## src/rtl/clk_gate_ctrl.sv

```systemverilog
`default_nettype none
// ============================================================================
// Module   : clk_gate_ctrl
// Purpose  : Idle-count clock-gate enable controller with wake/ready sequencing
// Revision : 1.0 - initial release
// ============================================================================
module clk_gate_ctrl #(
    parameter int IDLE_CYCLES = 16,
    parameter int WAKE_CYCLES = 2,
    parameter int CNT_W       = 8
) (
    input  logic        c,
    input  logic        rst_n,
    input  logic        busy,
    input  logic        wake_req,
    input  logic        sleep_allow,
    output logic        en,
    output logic        ready,
    output logic        gated,
    output logic [15:0] gate_cnt
);

    typedef enum logic [1:0] {
        S_RUN   = 2'd0,
        S_DRAIN = 2'd1,
        S_GATED = 2'd2,
        S_WAKE  = 2'd3
    } state_t;

    localparam logic [CNT_W-1:0] C_IDLE_LAST = CNT_W'(IDLE_CYCLES - 1);
    localparam logic [CNT_W-1:0] C_WAKE_LAST = CNT_W'(WAKE_CYCLES - 1);
    localparam logic [15:0]      C_CNT_MAX   = 16'hFFFF;

    state_t           r_state;
    state_t           w_state_nxt;
    logic [CNT_W-1:0] r_idle_cnt;
    logic [CNT_W-1:0] r_wake_cnt;
    logic [15:0]      r_gate_cnt;
    logic             r_en;
    logic             r_ready;
    logic             r_gated;
    logic             w_idle;
    logic             w_gate_evt;

    assign w_idle     = sleep_allow & ~busy & ~wake_req;
    assign w_gate_evt = (r_state == S_DRAIN) && (w_state_nxt == S_GATED);

    always_comb begin
        w_state_nxt = r_state;
        case (r_state)
            S_RUN: begin
                if (w_idle && (r_idle_cnt == C_IDLE_LAST)) begin
                    w_state_nxt = S_DRAIN;
                end
            end
            S_DRAIN: begin
                w_state_nxt = w_idle ? S_GATED : S_RUN;
            end
            S_GATED: begin
                if (!w_idle) begin
                    w_state_nxt = S_WAKE;
                end
            end
            S_WAKE: begin
                if (r_wake_cnt == C_WAKE_LAST) begin
                    w_state_nxt = S_RUN;
                end
            end
            default: w_state_nxt = S_WAKE;
        endcase
    end

    // Outputs are decoded from the next state so they change on the same edge
    // as the state register; reset holds en high so the clock never stays gated.
    always_ff @(posedge c or negedge rst_n) begin
        if (!rst_n) begin
            r_state    <= S_WAKE;
            r_idle_cnt <= '0;
            r_wake_cnt <= '0;
            r_gate_cnt <= '0;
            r_en       <= 1'b1;
            r_ready    <= 1'b0;
            r_gated    <= 1'b0;
        end else begin
            r_state <= w_state_nxt;

            if ((r_state == S_RUN) && (w_state_nxt == S_RUN) && w_idle) begin
                r_idle_cnt <= r_idle_cnt + 1'b1;
            end else begin
                r_idle_cnt <= '0;
            end

            if ((r_state == S_WAKE) && (w_state_nxt == S_WAKE)) begin
                r_wake_cnt <= r_wake_cnt + 1'b1;
            end else begin
                r_wake_cnt <= '0;
            end

            if (w_gate_evt && (r_gate_cnt != C_CNT_MAX)) begin
                r_gate_cnt <= r_gate_cnt + 16'd1;
            end

            r_en    <= (w_state_nxt != S_GATED);
            r_ready <= (w_state_nxt == S_RUN);
            r_gated <= (w_state_nxt == S_GATED);
        end
    end

    assign en       = r_en;
    assign ready    = r_ready;
    assign gated    = r_gated;
    assign gate_cnt = r_gate_cnt;

endmodule
`default_nettype wire

```

## config.mk

```make
export PLATFORM = sky130hd
export DESIGN_NAME = clk_gate_ctrl
export DESIGN_NICKNAME = d
export VERILOG_FILES = /design/src/rtl/clk_gate_ctrl.sv
export SDC_FILE = /design/constraint.sdc
export NUM_CORES = 1
export LEC_CHECK = 0
export CORE_UTILIZATION = 48
export DETAILED_ROUTE_END_ITERATION = 6
export PLACE_DENSITY = 0.75
export SYNTH_ARGS = -nofsm -noshare
export SYNTH_HDL_FRONTEND = slang
export SYNTH_SLANG_ARGS = --single-unit
```

## constraint.sdc

```tcl
create_clock -name c -period 1.7 [get_ports c]
set_input_delay 0.34 -clock c [delete_from_list [all_inputs] [get_ports c]]
set_output_delay 0.34 -clock c [all_outputs]
set_load 0.03 [all_outputs]
```

Word-level counts from Yosys, hierarchy flattened
Index checks and enable logic that the tools add are counted.
{"block": "totals", "register_bits": 37, "latch_bits": 0, "ramBits": 0, "mem_bits_ro": 0, "inputBits": 5, "output_inout_bits": 19, "elab_cells": 38, "mem_count": 0}
{"block": "classes", "n_addsub": 3, "multipliers": 0, "div_mod_pow": 0, "magnitude_cmp": 0, "eq_ne": 9, "shift": 0, "mux": 7, "bitwise": 4, "n_reduce_logical": 8}
{"cell": "adder 16 x 1 -> 16 bit, second input constant", "n": 1}
{"cell": "adder 8 x 1 -> 8 bit, second input constant", "n": 2}
{"cell": "2-to-1 mux 8 bit", "n": 2}
{"cell": "!= test 16 bit, second input constant", "n": 1}
{"cell": "== test 2 bit, second input constant", "n": 4}
{"cell": "== test 8 x 1 -> 1 bit, second input constant", "n": 1}
{"cell": "== test 8 x 4 -> 1 bit, second input constant", "n": 1}
{"cell": "2-to-1 mux 2 bit", "n": 4}
{"cell": "one-hot mux 2 bit (4 select lines)", "n": 1}
{"cell": "logical AND 1 bit", "n": 6}
{"cell": "zero test 2 bit", "n": 2}
{"cell": "bitwise AND 1 bit", "n": 2}
{"cell": "== test 2 x 1 -> 1 bit, second input constant", "n": 1}
{"cell": "!= test 2 bit, second input constant", "n": 1}
{"cell": "inverter 1 bit", "n": 2}

Longest topological paths before layout
{"block": "logic_depth", "word_depth": 10, "mapped_depth": 5}

Least setup slack after synthesis
OpenSTA, ideal clock, no wires.
{"block": "synth_timing", "kind": "in2reg", "from": "input port busy", "to": "register r_gate_cnt[9] (netlist: gate_cnt[9])", "arrival_time_ns": 1.771, "required_time_ns": 1.575, "slack_ns": -0.195, "cell_stages": 4, "n_path_buf": 0, "cell_sequence": "or3b_4 > or4_4 > nor3_1 > mux2_2"}
{"block": "synth_between", "elab_chain_len": 9}
{"element": "start: declaration", "line_no": "14", "rtl": "input logic busy,"}
{"element": "inverter 1 bit *", "line_no": "45", "rtl": "assign w_idle = sleep_allow & ~busy & ~wake_req;"}
{"element": "bitwise AND 1 bit * (2 in series)", "line_no": "45"}
{"element": "logical AND 1 bit", "line_no": "52", "rtl": "if (w_idle && (r_idle_cnt == C_IDLE_LAST)) begin"}
{"element": "2-to-1 mux 2 bit", "line_no": "52"}
{"element": "one-hot mux 2 bit (4 select lines) *", "line_no": "50", "rtl": "case (r_state)"}
{"element": "== test 2 bit *", "line_no": "46", "rtl": "assign w_gate_evt = (r_state == S_DRAIN) && (w_state_nxt == S_GATED);"}
{"element": "logical AND 1 bit *", "line_no": "46"}
{"element": "logical AND 1 bit *", "line_no": "99", "rtl": "if (w_gate_evt && (r_gate_cnt != C_CNT_MAX)) begin"}
{"element": "end signal: assignment", "line_no": "100", "rtl": "r_gate_cnt <= r_gate_cnt + 16'd1;"}
{"element": "end: declaration", "line_no": "38", "rtl": "logic [15:0] r_gate_cnt;"}
Mark *: on every way between the ends. The rest lies on a longest branch, timed or not.
A chain may end at the register's enable or synchronous reset.

Worst setup path after layout
{"block": "layout_timing", "from": "register r_wake_cnt[7]", "to": "register r_wake_cnt[5]"}
{"block": "layout_between", "elab_chain_len": 6}
{"element": "start: declaration", "line_no": "37", "rtl": "logic [CNT_W-1:0] r_wake_cnt;"}
{"element": "start signal: assignment", "line_no": "94", "rtl": "r_wake_cnt <= r_wake_cnt + 1'b1;"}
{"element": "== test 8 x 1 -> 1 bit", "line_no": "65", "rtl": "if (r_wake_cnt == C_WAKE_LAST) begin"}
{"element": "2-to-1 mux 2 bit", "line_no": "65"}
{"element": "one-hot mux 2 bit (4 select lines)", "line_no": "50"}
{"element": "== test 2 bit", "line_no": "93", "rtl": "if ((r_state == S_WAKE) && (w_state_nxt == S_WAKE)) begin"}
{"element": "logical AND 1 bit", "line_no": "93"}
{"element": "2-to-1 mux 8 bit", "line_no": "93"}
No other way between the ends.

==> impl_metrics.yaml <==
sta:
  holdWs_ns: 0.349
  fin_skew_ns: 0.00952
  hold_viol: 0
  max_slew_margin_pct: 69.2
  timing.fmax_ghz: 0.539
  tightest_slew_ns: 0.458
  setup_ws_ns: -0.157
  finalSetupViolations: 17
  slew_viol_final: 0
  grt_setup_unrepaired: "true"
  period_share_pct: 109
  fin_crit_ns: 1.86
die:
  core-area_sq_um: 3420
  die_w_um: 62.3
  die-area_sq_um: 3880
  io-pin-count: 24
  dieHeight_um: 62.3
  initial_core_util_pct: 51.0
  num_rows: 21
cts:
  clk_latency_ns: 0.35
  hold_buffers: 0
  cts_buffers: 5
  cts-root-buf: "clkbuf_4"
  clock_path_buffers: 2
  clkTransAtPathRegs_ns: 0.11
  cts_tree: "done"
  h-tree-depth: 2
  cts_sinks: 37
flow_run:
  drv_cap: 0
synthesis:
  synthDistinctLibCells: 31
  synth_top_area_share_pct: 48.8
  synth_nets: 168
  synth-edff-count: 0
  synth_warnings: 0
  netlist_area_sq_um: 1740
  synthArstFlopShare_pct: 100
  ys.flop_type: "dfrtp_1"
  synth.avg_cell_area_sq_um: 11.0
  synth-seq-cells: 37
  synth_most_common_cell: "dfrtp_1"
  netlist.top_cell.by_area: "dfrtp_1"
  syn_inst: 159
  synth_commonest_cells: "dfrtp_1 (34), nor2_1 (20), xor2_1 (15)"
  ys_seq_area_share_pct: 53.3
  synthTopCellsByArea: "dfrtp_1 (49%), xor2_1 (7.5%), xnor2_1 (6.0%), dfstp_2 (4.5%), nor2_1 (4.3%)"
detailed_routing:
  drt-total-wl_um: 4580
  firstDrtPassIters: 4
  antenna_left: 0
  viasPerCell: 5.37
  vias: 1477
  drtIter0Drc: 37
  wl_per_cell_um: 16.6
  route.detailed.drc: 0
setup_path:
  cpPeakStageDelay_ns: 0.54
  worst_ep_required_time_ns: 1.94
  critPathTopFamily: "simple AND/OR/NAND/NOR gates"
  startpoint_type: "register"
  worst-setup-path-type: "reg -> reg"
  path_buf_inv: 1
  r2r-end: "r_wake_cnt[5]$_DFF_PN0_"
  path_max_fanout: 5
  end_kind: "register"
  worstPathArrival_ns: 2.10
  rr_worst_depth: 5
  slowest_stage: "or4_4"
  crit_chain: "or4_4 > or4b_4 > buf_4 > nand3_4 > nor2_1"
  rrSetupSlack_ns: -0.16
  rr_startpoint: "r_wake_cnt[7]$_DFF_PN0_"
global_route:
  grt_pass1_vias: 1513
  grt_overflow: 0
  antenna_found_initial: 0
  grtUsageTotal_pct: 22.9
  grt_pass1_wl_um: 6950
  grt_max_degree: 38
min_path:
  hold_path_class: "in -> async"
power_and_ir_drop:
  cellPowerDensity_nw_per_um2: 610
  ir_worst_vdd_uv: 535
  p_leak_uw: 0.00124
place:
  io_buffers: 23
  place.gp.congestion: 0.783
  place_inst: 256
  hpwlAfterDp_um: 2720
status:
  violations: "setup timing"
  outcome: "finished, violations left"
cells_and_area:
  insertedDiodeCount: 0
  layout-drive-gt1-share_pct: 39.7
  instances_no_fill: 275
  fin_nets: 237
  post-route-util_pct: 76.6
  area_growth_pct: 50.0
## worst max-delay path by stage
stage                            start                       end  slack (ns)  cells past startpoint
6_report       r_wake_cnt[7]$_DFF_PN0_   r_wake_cnt[5]$_DFF_PN0_       -0.16                      5
5_1_grt        r_wake_cnt[7]$_DFF_PN0_   r_wake_cnt[2]$_DFF_PN0_       -0.20                      5
2_1_floorplan                     busy   gate_cnt[9]$_DFFE_PN0P_       -0.11                      4
4_1_cts        r_wake_cnt[7]$_DFF_PN0_           ready$_DFF_PN0_       -0.18                      4
3_5_place_dp               sleep_allow  gate_cnt[13]$_DFFE_PN0P_       -0.66                      5
3_3_place_gp               sleep_allow   gate_cnt[9]$_DFFE_PN0P_       -0.60                      5
## final cells by class
class,count,area (sq um)
flip-flops and latches,37,935
inverters,6,22.5
clock buffers,7,55.1
well taps,46,57.6
repair buffers,63,538
fillers,221,801
clock inverters,1,30.0
multi-input cells,115,977
## through the flow
| step | setup TNS [ns] | total power (uW) | worst slack, ns | cell area (sq um) |
|---|---|---|---|---|
| 6_report | -2.03 | 1590 | -0.157 | 2620 |
| 5_1_grt | -2.97 | 1650 | -0.197 | 2620 |
| 4_1_cts | -0.886 | 1600 | -0.185 | 2420 |
| 3_5_place_dp | -9.87 | 973 | -0.662 | 2290 |
| 3_3_place_gp | -8.44 | 971 | -0.601 | 2290 |
| 2_1_floorplan | -0.478 | 921 | -0.109 | 1780 |
## layer usage
metal	global-route usage (%)	share of wire [%]	wire (um)
met1	28.2	40	1830
met2	39.6	53	2430
met3	5.15	3.7	167
met4	8.14	3.4	156
met5	0	0	0
## worst reg2reg max path, cell delays in order (launching register included)
cell     delay [ns]
dfrtp_1        0.40
or4_4          0.54
or4b_4         0.52
buf_4          0.16
nand3_4        0.08
nor2_1         0.05
## what timing repair did
action,in CTS,in global routing
gates cloned,1,0
resized for setup,38,29
pin swaps,10,16
endpoints found under the setup margin,43,25
buffers inserted,1,9
## power breakdown
part / internal (uW) / switching [uW]
sequential: 884 / 2.92
combinational: 27.6 / 39.7
clock: 351 / 289
total: 1260 / 331
## cells by family (layout without fill, tap and decap cells)
logic type,Yosys count,in the layout,synth area share [%]
fa+ha+maj,4,4,2.87
buf+inv,8,77,2.30
simple gates,70,71,22.3
mux,2,2,1.29
flops,37,37,53.3
compound gates,11,11,4.31
xor+xnor,27,27,13.6
## registers in the layout, summed over array words and instances, names as in the netlist
register / cells
r_state: 2
r_idle_cnt: 8
gated: 1
gate_cnt: 16
en: 1
r_wake_cnt: 8
ready: 1
## cell usage in the layout (no fill, tap or decap), drive strengths merged, types with 2 or more instances in the layout
cell,count
a2111oi,2
a21oi,4
and3,5
buf,41
clkbuf,9
dfrtp,34
dfstp,3
dlygate4sd2,17
dlymetal6s2s,2
ha,4
inv,6
mux2,2
nand2,10
nand3,12
nand4,3
nor2,20
nor3,5
nor4,7
nor4b,2
o21ai,2
or2,2
or4,2
xnor2,12
xor2,15
(Power assumes the default switching activity.)
